**src/rtl/wifi_pkg.sv**
```systemverilog
// ============================================================================
// Module   : wifi_pkg
// Brief    : Shared constants, state encoding and arbitration helper for the
//            WiFi UART transmit arbiter.
// Revision : 1.0 - initial release
// ============================================================================
`default_nettype none

package wifi_pkg;

    localparam int DEF_DATA_W      = 8;
    localparam int DEF_TIMEOUT_CYC = 50000;
    localparam int NUM_REQ         = 2;

    typedef enum logic [0:0] {
        IDLE = 1'b0,
        SEND = 1'b1
    } state_t;

    // One-hot winner; ptr=0 favours requester 0, ptr=1 favours requester 1.
    function automatic logic [NUM_REQ-1:0] rr_pick(input logic ptr,
                                                    input logic [NUM_REQ-1:0] req);
        logic [NUM_REQ-1:0] win;
        win = '0;
        if (ptr) begin
            if (req[1])      win = 2'b10;
            else if (req[0]) win = 2'b01;
        end else begin
            if (req[0])      win = 2'b01;
            else if (req[1]) win = 2'b10;
        end
        return win;
    endfunction

endpackage

`default_nettype wire

```
**src/rtl/wifi_tx_arbiter_if.sv**
```systemverilog
// ============================================================================
// Module   : wifi_tx_arbiter_if
// Brief    : Requester and UART handshake bundle of the WiFi TX arbiter.
// Revision : 1.0 - initial release
// ============================================================================
`default_nettype none

interface wifi_tx_arbiter_if
    import wifi_pkg::*;
#(
    parameter int DATA_W = DEF_DATA_W
);
    logic               req0_valid;
    logic [DATA_W-1:0]  req0_data;
    logic               req0_last;
    logic               req0_ready;
    logic               req1_valid;
    logic [DATA_W-1:0]  req1_data;
    logic               req1_last;
    logic               req1_ready;
    logic               uart_tx_valid;
    logic [DATA_W-1:0]  uart_tx_data;
    logic               uart_tx_ready;
    logic [NUM_REQ-1:0] grant;
    logic               busy;
    logic               timeout_err;

    modport master (
        output req0_valid, req0_data, req0_last,
        output req1_valid, req1_data, req1_last,
        output uart_tx_ready,
        input  req0_ready, req1_ready,
        input  uart_tx_valid, uart_tx_data,
        input  grant, busy, timeout_err
    );

    modport slave (
        input  req0_valid, req0_data, req0_last,
        input  req1_valid, req1_data, req1_last,
        input  uart_tx_ready,
        output req0_ready, req1_ready,
        output uart_tx_valid, uart_tx_data,
        output grant, busy, timeout_err
    );

endinterface

`default_nettype wire

```
**src/rtl/sync_2ff.sv**
```systemverilog
// ============================================================================
// Module   : sync_2ff
// Brief    : 1-bit two-flop synchroniser with configurable reset value.
// Revision : 1.0 - initial release
// ============================================================================
`default_nettype none

module sync_2ff #(
    parameter logic RST_VAL = 1'b0
) (
    input  wire logic clk,
    input  wire logic rst,
    input  wire logic d,
    output logic      q
);

    logic r_meta;
    logic r_sync;

    always_ff @(posedge clk or posedge rst) begin
        if (rst) begin
            r_meta <= RST_VAL;
            r_sync <= RST_VAL;
        end else begin
            r_meta <= d;
            r_sync <= r_meta;
        end
    end

    assign q = r_sync;

endmodule

`default_nettype wire

```
**src/rtl/wifi_tx_arbiter.sv**
```systemverilog
// ============================================================================
// Module   : wifi_tx_arbiter
// Brief    : Two-requester round-robin packet arbiter feeding a WiFi UART TX,
//            with CTS gating and stall timeout.
// Revision : 1.0 - initial release
// ============================================================================
`default_nettype none

module wifi_tx_arbiter
    import wifi_pkg::*;
#(
    parameter int DATA_W      = DEF_DATA_W,
    parameter int TIMEOUT_CYC = DEF_TIMEOUT_CYC
) (
    input  wire logic   clk_clk,
    input  wire logic   reset_reset,
    input  wire logic   wifi_cts_n,
    wifi_tx_arbiter_if.slave bus
);

    localparam int                CNT_W       = (TIMEOUT_CYC > 1) ? $clog2(TIMEOUT_CYC) : 1;
    localparam logic [CNT_W-1:0]  C_STALL_MAX = CNT_W'(TIMEOUT_CYC - 1);

    state_t               r_state;
    state_t               w_state_nxt;
    logic [NUM_REQ-1:0]   r_grant;
    logic [NUM_REQ-1:0]   w_grant_nxt;
    logic                 r_ptr;
    logic                 w_ptr_nxt;
    logic [CNT_W-1:0]     r_stall;
    logic [CNT_W-1:0]     w_stall_nxt;
    logic [NUM_REQ-1:0]   r_block;
    logic [NUM_REQ-1:0]   w_block_nxt;

    logic                 w_cts_n_sync;
    logic                 w_cts_ok;
    logic [NUM_REQ-1:0]   w_valid;
    logic [NUM_REQ-1:0]   w_req;
    logic                 w_sel;
    logic                 w_g_valid;
    logic                 w_g_last;
    logic [DATA_W-1:0]    w_g_data;
    logic                 w_accept;
    logic                 w_timeout;
    logic                 w_tx_valid;
    logic [DATA_W-1:0]    w_tx_data;
    logic [NUM_REQ-1:0]   w_ready;

    // Synchronise the raw active-low CTS; reset holds it deasserted.
    sync_2ff #(
        .RST_VAL (1'b1)
    ) u_cts_sync (
        .clk (clk_clk),
        .rst (reset_reset),
        .d   (wifi_cts_n),
        .q   (w_cts_n_sync)
    );

    assign w_cts_ok = ~w_cts_n_sync;
    assign w_valid  = {bus.req1_valid, bus.req0_valid};
    // A requester whose packet was aborted must drop valid before it competes again.
    assign w_req    = w_valid & ~r_block;

    assign w_sel     = r_grant[1];
    assign w_g_valid = w_sel ? bus.req1_valid : bus.req0_valid;
    assign w_g_last  = w_sel ? bus.req1_last  : bus.req0_last;
    assign w_g_data  = w_sel ? bus.req1_data  : bus.req0_data;

    always_ff @(posedge clk_clk or posedge reset_reset) begin
        if (reset_reset) begin
            r_state <= IDLE;
            r_grant <= '0;
            r_ptr   <= 1'b0;
            r_stall <= '0;
            r_block <= '0;
        end else begin
            r_state <= w_state_nxt;
            r_grant <= w_grant_nxt;
            r_ptr   <= w_ptr_nxt;
            r_stall <= w_stall_nxt;
            r_block <= w_block_nxt;
        end
    end

    always_comb begin
        w_state_nxt = r_state;
        w_grant_nxt = r_grant;
        w_ptr_nxt   = r_ptr;
        w_stall_nxt = r_stall;
        w_block_nxt = r_block & w_valid;
        w_accept    = 1'b0;
        w_timeout   = 1'b0;
        w_tx_valid  = 1'b0;
        w_tx_data   = '0;
        w_ready     = '0;

        case (r_state)
            IDLE: begin
                w_grant_nxt = '0;
                if (|w_req) begin
                    w_state_nxt = SEND;
                    w_grant_nxt = rr_pick(r_ptr, w_req);
                    w_stall_nxt = '0;
                end
            end
            SEND: begin
                w_tx_valid       = w_g_valid & w_cts_ok;
                w_tx_data        = w_g_data;
                w_ready[w_sel]   = bus.uart_tx_ready & w_cts_ok;
                w_accept         = w_g_valid & bus.uart_tx_ready & w_cts_ok;
                if (w_accept && w_g_last) begin
                    w_state_nxt = IDLE;
                    w_grant_nxt = '0;
                    w_ptr_nxt   = ~w_sel;
                    w_stall_nxt = '0;
                end else if (!w_accept && (r_stall == C_STALL_MAX)) begin
                    w_timeout          = 1'b1;
                    w_state_nxt        = IDLE;
                    w_grant_nxt        = '0;
                    w_ptr_nxt          = ~w_sel;
                    w_stall_nxt        = '0;
                    w_block_nxt[w_sel] = 1'b1;
                end else if (w_accept) begin
                    w_stall_nxt = '0;
                end else if (r_stall != C_STALL_MAX) begin
                    w_stall_nxt = r_stall + 1'b1;
                end
            end
            default: begin
                w_state_nxt = IDLE;
                w_grant_nxt = '0;
            end
        endcase
    end

    assign bus.uart_tx_valid = w_tx_valid;
    assign bus.uart_tx_data  = w_tx_data;
    assign bus.req0_ready    = w_ready[0];
    assign bus.req1_ready    = w_ready[1];
    assign bus.grant         = r_grant;
    assign bus.busy          = (r_state == SEND);
    assign bus.timeout_err   = w_timeout;

endmodule

`default_nettype wire

```
**src/flat_wrapper.sv**
```systemverilog
// flat-port wrapper written by rule: the top's interface ports become plain ports
module wifi_tx_arbiter_flat import wifi_pkg::*;
#(
    parameter int DATA_W      = DEF_DATA_W,
    parameter int TIMEOUT_CYC = DEF_TIMEOUT_CYC
)
  (clk_clk, reset_reset, wifi_cts_n, bus_req0_valid, bus_req0_data, bus_req0_last, bus_req1_valid, bus_req1_data, bus_req1_last, bus_uart_tx_ready, bus_req0_ready, bus_req1_ready, bus_uart_tx_valid, bus_uart_tx_data, bus_grant, bus_busy, bus_timeout_err);
  wifi_tx_arbiter_if #(.DATA_W(DATA_W)) bus_i ();
  input  wire logic clk_clk;
  input  wire logic reset_reset;
  input  wire logic wifi_cts_n;
  input wire logic [$bits(bus_i.req0_valid)-1:0] bus_req0_valid;
  input wire logic [$bits(bus_i.req0_data)-1:0] bus_req0_data;
  input wire logic [$bits(bus_i.req0_last)-1:0] bus_req0_last;
  input wire logic [$bits(bus_i.req1_valid)-1:0] bus_req1_valid;
  input wire logic [$bits(bus_i.req1_data)-1:0] bus_req1_data;
  input wire logic [$bits(bus_i.req1_last)-1:0] bus_req1_last;
  input wire logic [$bits(bus_i.uart_tx_ready)-1:0] bus_uart_tx_ready;
  output wire logic [$bits(bus_i.req0_ready)-1:0] bus_req0_ready;
  output wire logic [$bits(bus_i.req1_ready)-1:0] bus_req1_ready;
  output wire logic [$bits(bus_i.uart_tx_valid)-1:0] bus_uart_tx_valid;
  output wire logic [$bits(bus_i.uart_tx_data)-1:0] bus_uart_tx_data;
  output wire logic [$bits(bus_i.grant)-1:0] bus_grant;
  output wire logic [$bits(bus_i.busy)-1:0] bus_busy;
  output wire logic [$bits(bus_i.timeout_err)-1:0] bus_timeout_err;
  assign bus_i.req0_valid = bus_req0_valid;
  assign bus_i.req0_data = bus_req0_data;
  assign bus_i.req0_last = bus_req0_last;
  assign bus_i.req1_valid = bus_req1_valid;
  assign bus_i.req1_data = bus_req1_data;
  assign bus_i.req1_last = bus_req1_last;
  assign bus_i.uart_tx_ready = bus_uart_tx_ready;
  assign bus_req0_ready = bus_i.req0_ready;
  assign bus_req1_ready = bus_i.req1_ready;
  assign bus_uart_tx_valid = bus_i.uart_tx_valid;
  assign bus_uart_tx_data = bus_i.uart_tx_data;
  assign bus_grant = bus_i.grant;
  assign bus_busy = bus_i.busy;
  assign bus_timeout_err = bus_i.timeout_err;
  wifi_tx_arbiter #(.DATA_W(DATA_W), .TIMEOUT_CYC(TIMEOUT_CYC)) u_core (.clk_clk(clk_clk), .reset_reset(reset_reset), .wifi_cts_n(wifi_cts_n), .bus(bus_i));
endmodule
```
**config.mk**
```make
export PLATFORM = sky130hd
export DESIGN_NAME = wifi_tx_arbiter_flat
export DESIGN_NICKNAME = d
export VERILOG_FILES = /design/src/rtl/wifi_pkg.sv /design/src/rtl/wifi_tx_arbiter_if.sv /design/src/rtl/sync_2ff.sv /design/src/rtl/wifi_tx_arbiter.sv /design/src/flat_wrapper.sv
export SDC_FILE = /design/constraint.sdc
export NUM_CORES = 1
export LEC_CHECK = 0
export CAP_MARGIN = 10
export CORE_UTILIZATION = 44
export DETAILED_ROUTE_END_ITERATION = 8
export GPL_TIMING_DRIVEN = 1
export PLACE_DENSITY_LB_ADDON = 0.15
export SYNTH_ARGS = -nofsm -noshare
export SYNTH_HDL_FRONTEND = slang
export SYNTH_SLANG_ARGS = --single-unit
```
**constraint.sdc**
```tcl
create_clock -name clk_clk -period 1.86 [get_ports clk_clk]
set_clock_uncertainty 0.1 [all_clocks]
set_input_delay 0.186 -clock clk_clk [delete_from_list [all_inputs] [get_ports clk_clk]]
set_output_delay 0.186 -clock clk_clk [all_outputs]
set_load 0.005 [all_outputs]
```
==> impl_metrics.py <==
metrics = {
    "pwr": {
        "p_leak_nw": 0.958,
        "power_density_nw_per_um2": 790,
        "fin_total_pwr_mw": 1.77,
        "max-vdd-ir-drop_uv": 735,
    },
    "route": {
        "vias": 1517,
        "wirelength_microns": 4140,
        "wl_per_cell_microns": 15.1,
        "drtIter0Drc": 98,
        "ant_nets": 0,
        "drc": 0,
        "dr.pass1.iters": 4,
        "routed_via_density": 5.54,
    },
    "finish": {
        "area_growth_pct": 48.9,
        "stdcell_count": 274,
        "layout_common_cells": "buf_4, clkdlybuf4s50_1, dfrtp_1",
        "fin_nets": 256,
        "antenna_cells": 0,
        "utilization_pct": 70.9,
        "fillers": 253,
        "final_common_cell": "buf_4",
        "layout-drive-gt1-share_pct": 26.1,
    },
    "worst_setup_path": {
        "crit_start": "u_core.bus.grant[1]$_DFFE_PP0P_",
        "critPathMaxStageDelay_ns": 0.46,
        "arrival_ns": 1.55,
        "cp-end-kind": "output port",
        "worst-setup-path-type": "reg -> out",
        "start_kind": "flip-flop",
        "cp_cell_sequence": "mux2i_1 > o21ai_0 > nor2_4 > buf_2",
        "worstPathRequired_ns": 1.57,
        "reg2reg_from": "u_core.r_stall[1]$_DFFE_PP0P_",
        "cp_max_fo": 4,
        "slowest_stage": "dfrtp_2",
    },
    "global_route": {
        "grt_max_degree": 25,
        "grt_pass1_vias": 1474,
        "track_usage_pct": 24.0,
        "grt_overflow": 0,
        "antenna_found_initial": 0,
        "grt_pass1_wl_microns": 6470,
    },
    "sta": {
        "worst_slew_pin_slew_ns": 0.491,
        "hold_viol_final": 0,
        "fmaxAchievable_ghz": 0.545,
        "finalSetupViolations": 0,
        "finalSetupTns_ns": 0,
        "fin_crit_sh_pct": 98.6,
        "min_period_ns": 1.83,
        "timing.max_slew.rel_slack_pct": 67.0,
        "rsz0062_at_grt": "yes",
        "drv_slew": 0,
    },
    "logic_synthesis": {
        "yosysWarningCount": 0,
        "synth_top_area_share_pct": 36.7,
        "ys_seq_area_share_pct": 40.2,
        "synth_area_sq_um": 1500,
        "synth_ff_type": "dfrtp_1",
        "synth_area_leader_cell": "dfrtp_1",
        "synthArstFlopShare_pct": 100,
        "synth_nets": 185,
        "syn_inst": 160,
        "netlist_top_cells_area": "dfrtp_1, mux2i_1, a31oi_1",
        "synthDistinctLibCells": 43,
        "ys_ff_latch": 24,
        "synth_edf_count": 0,
        "syn_area_per_cell_sq_um": 9.38,
    },
    "clock_network": {
        "ctsHtreeMaxLevel": 1,
        "path_clk_slew_ns": 0.14,
        "clk_latency_ns": 0.32,
        "cts_tree": "built",
        "cts_hold_buf": 0,
        "clock_sinks": 24,
        "cts_root_buf": "clkbuf_4",
        "cts_buffers": 3,
        "clk_path_buf_depth": 2,
    },
    "floorplanning": {
        "start_util_pct": 47.6,
        "die_x_microns": 60.4,
        "die_h_microns": 60.4,
        "num_rows": 20,
        "io_pins": 39,
        "coreArea_sq_um": 3150,
        "dieArea_sq_um": 3650,
    },
    "hold_path": {
        "hold_path.class": "in -> async",
    },
    "placed_design": {
        "routabilityCongestion": 0.838,
        "hpwl_microns": 3110,
        "dp_cells": 265,
        "numPortBuffers": 38,
    },
    "run": {
        "maxCapViolations": 0,
    },
    "run_status": {
        "status": "complete, no violations",
    },
}
synth_stat cells, types with 2 or more instances:
| master | number |
|---|---|
| nor2b_1 | 13 |
| clkbuf_1 | 2 |
| a31oi_1 | 13 |
| dfstp_2 | 2 |
| mux2_2 | 2 |
| o21ai_0 | 3 |
| xor2_1 | 2 |
| nand2_1 | 7 |
| nand3b_1 | 3 |
| dfrtp_1 | 22 |
| or4_1 | 4 |
| a22o_1 | 3 |
| buf_2 | 3 |
| inv_1 | 10 |
| o22ai_1 | 7 |
| a21oi_1 | 2 |
| and3_1 | 3 |
| nor3_1 | 2 |
| nand2b_1 | 6 |
| nand4_1 | 4 |
| mux2i_1 | 9 |
| o21ai_1 | 3 |
| nor2_1 | 7 |
| nand3_1 | 9 |
power breakdown:
| group | internal [mW] | total [mW] | leakage (nW) | switching (mW) |
|---|---|---|---|---|
| Clock | 0.120 | 0.277 | 0.0210 | 0.157 |
| Combinational | 0.469 | 0.819 | 0.629 | 0.350 |
| Sequential | 0.598 | 0.670 | 0.308 | 0.0726 |
| Total | 1.19 | 1.77 | 0.958 | 0.580 |
cells by family (layout without fill, tap and decap cells):
kind of cell,Yosys count,count (layout),synth area share [%]
AND/OR/NAND/NOR,67,67,28.8
AO/OA/AOI/OAI,37,37,16.1
flip-flops,24,24,40.2
buffers and inverters,17,87,4.75
multiplexers,12,12,8.25
XOR/XNOR,2,2,1.17
adder cells (fa/ha/maj),1,1,0.833
per-stage QoR:
stage | instance area, sq um | hold slack [ns] | worst slack (ns)
after detailed placement | 2130 | 0.252 | -0.0400
after global placement | 2130 | 0.249 | -0.0215
after floorplan | 1500 | 0.0905 | 0.0941
final | 2240 | 0.0833 | 0.0259
after CTS | 2210 | 0.0894 | -0.0778
after global routing | 2240 | 0.155 | -0.0776
critical path, delay by kind of cell (launching register included):
family          cells  cell delay, ns
compound gates      1            0.43
flops               1            0.46
mux                 1            0.14
simple gates        1            0.08
buf+inv             1            0.14
sequential cells by signal, indices dropped and copies added, names as in the netlist:
name,flops
u_core.r_stall,16
u_core.bus.grant,2
u_core.r_block,2
u_core.bus.busy,1
u_core.r_ptr,1
u_core.u_cts_sync.q,1
u_core.u_cts_sync.r_meta,1
cell type report:
type                       instances  area, sq um  share of cell area, %
multi-input combinational        119          857                   38.3
timing repair buffer              73          642                   28.7
sequential                        24          608                   27.2
tap                               44         55.1                   2.46
inverter                          10         37.5                   1.68
clock buffer                       4         36.3                   1.62
timing repair:
item                                    in CTS  in global routing
pin swaps                                    4                  5
endpoints found under the setup margin      12                  7
resized for setup                           24                 12
cloned                                       1                  0
buffers inserted                             5                  0
layer usage:
layer	track usage, %	wire [microns]	vias up
li1	-	-	736
met2	44.3	2130	48
met4	6.82	21	0
met5	0	0	-
met1	28.8	1790	731
met3	3.84	198	2
final timing paths:
| check | end | slack (ns) | cells past startpoint |
|---|---|---|---|
| setup / recovery | bus_timeout_err | 0.03 | 4 |
| max in group asynchronous | u_core.u_cts_sync.q$_DFF_PP1_ | 1.27 | 3 |
| hold / removal | u_core.r_stall[1]$_DFFE_PP0P_ | 0.08 | 3 |
| min in group clk_clk | u_core.u_cts_sync.r_meta$_DFF_PP1_ | 0.18 | 1 |
| hold reg to reg | u_core.u_cts_sync.q$_DFF_PP1_ | 0.27 | 0 |
| setup reg to reg | u_core.r_stall[12]$_DFFE_PP0P_ | 0.04 | 6 |
(Power assumes the default switching activity.)
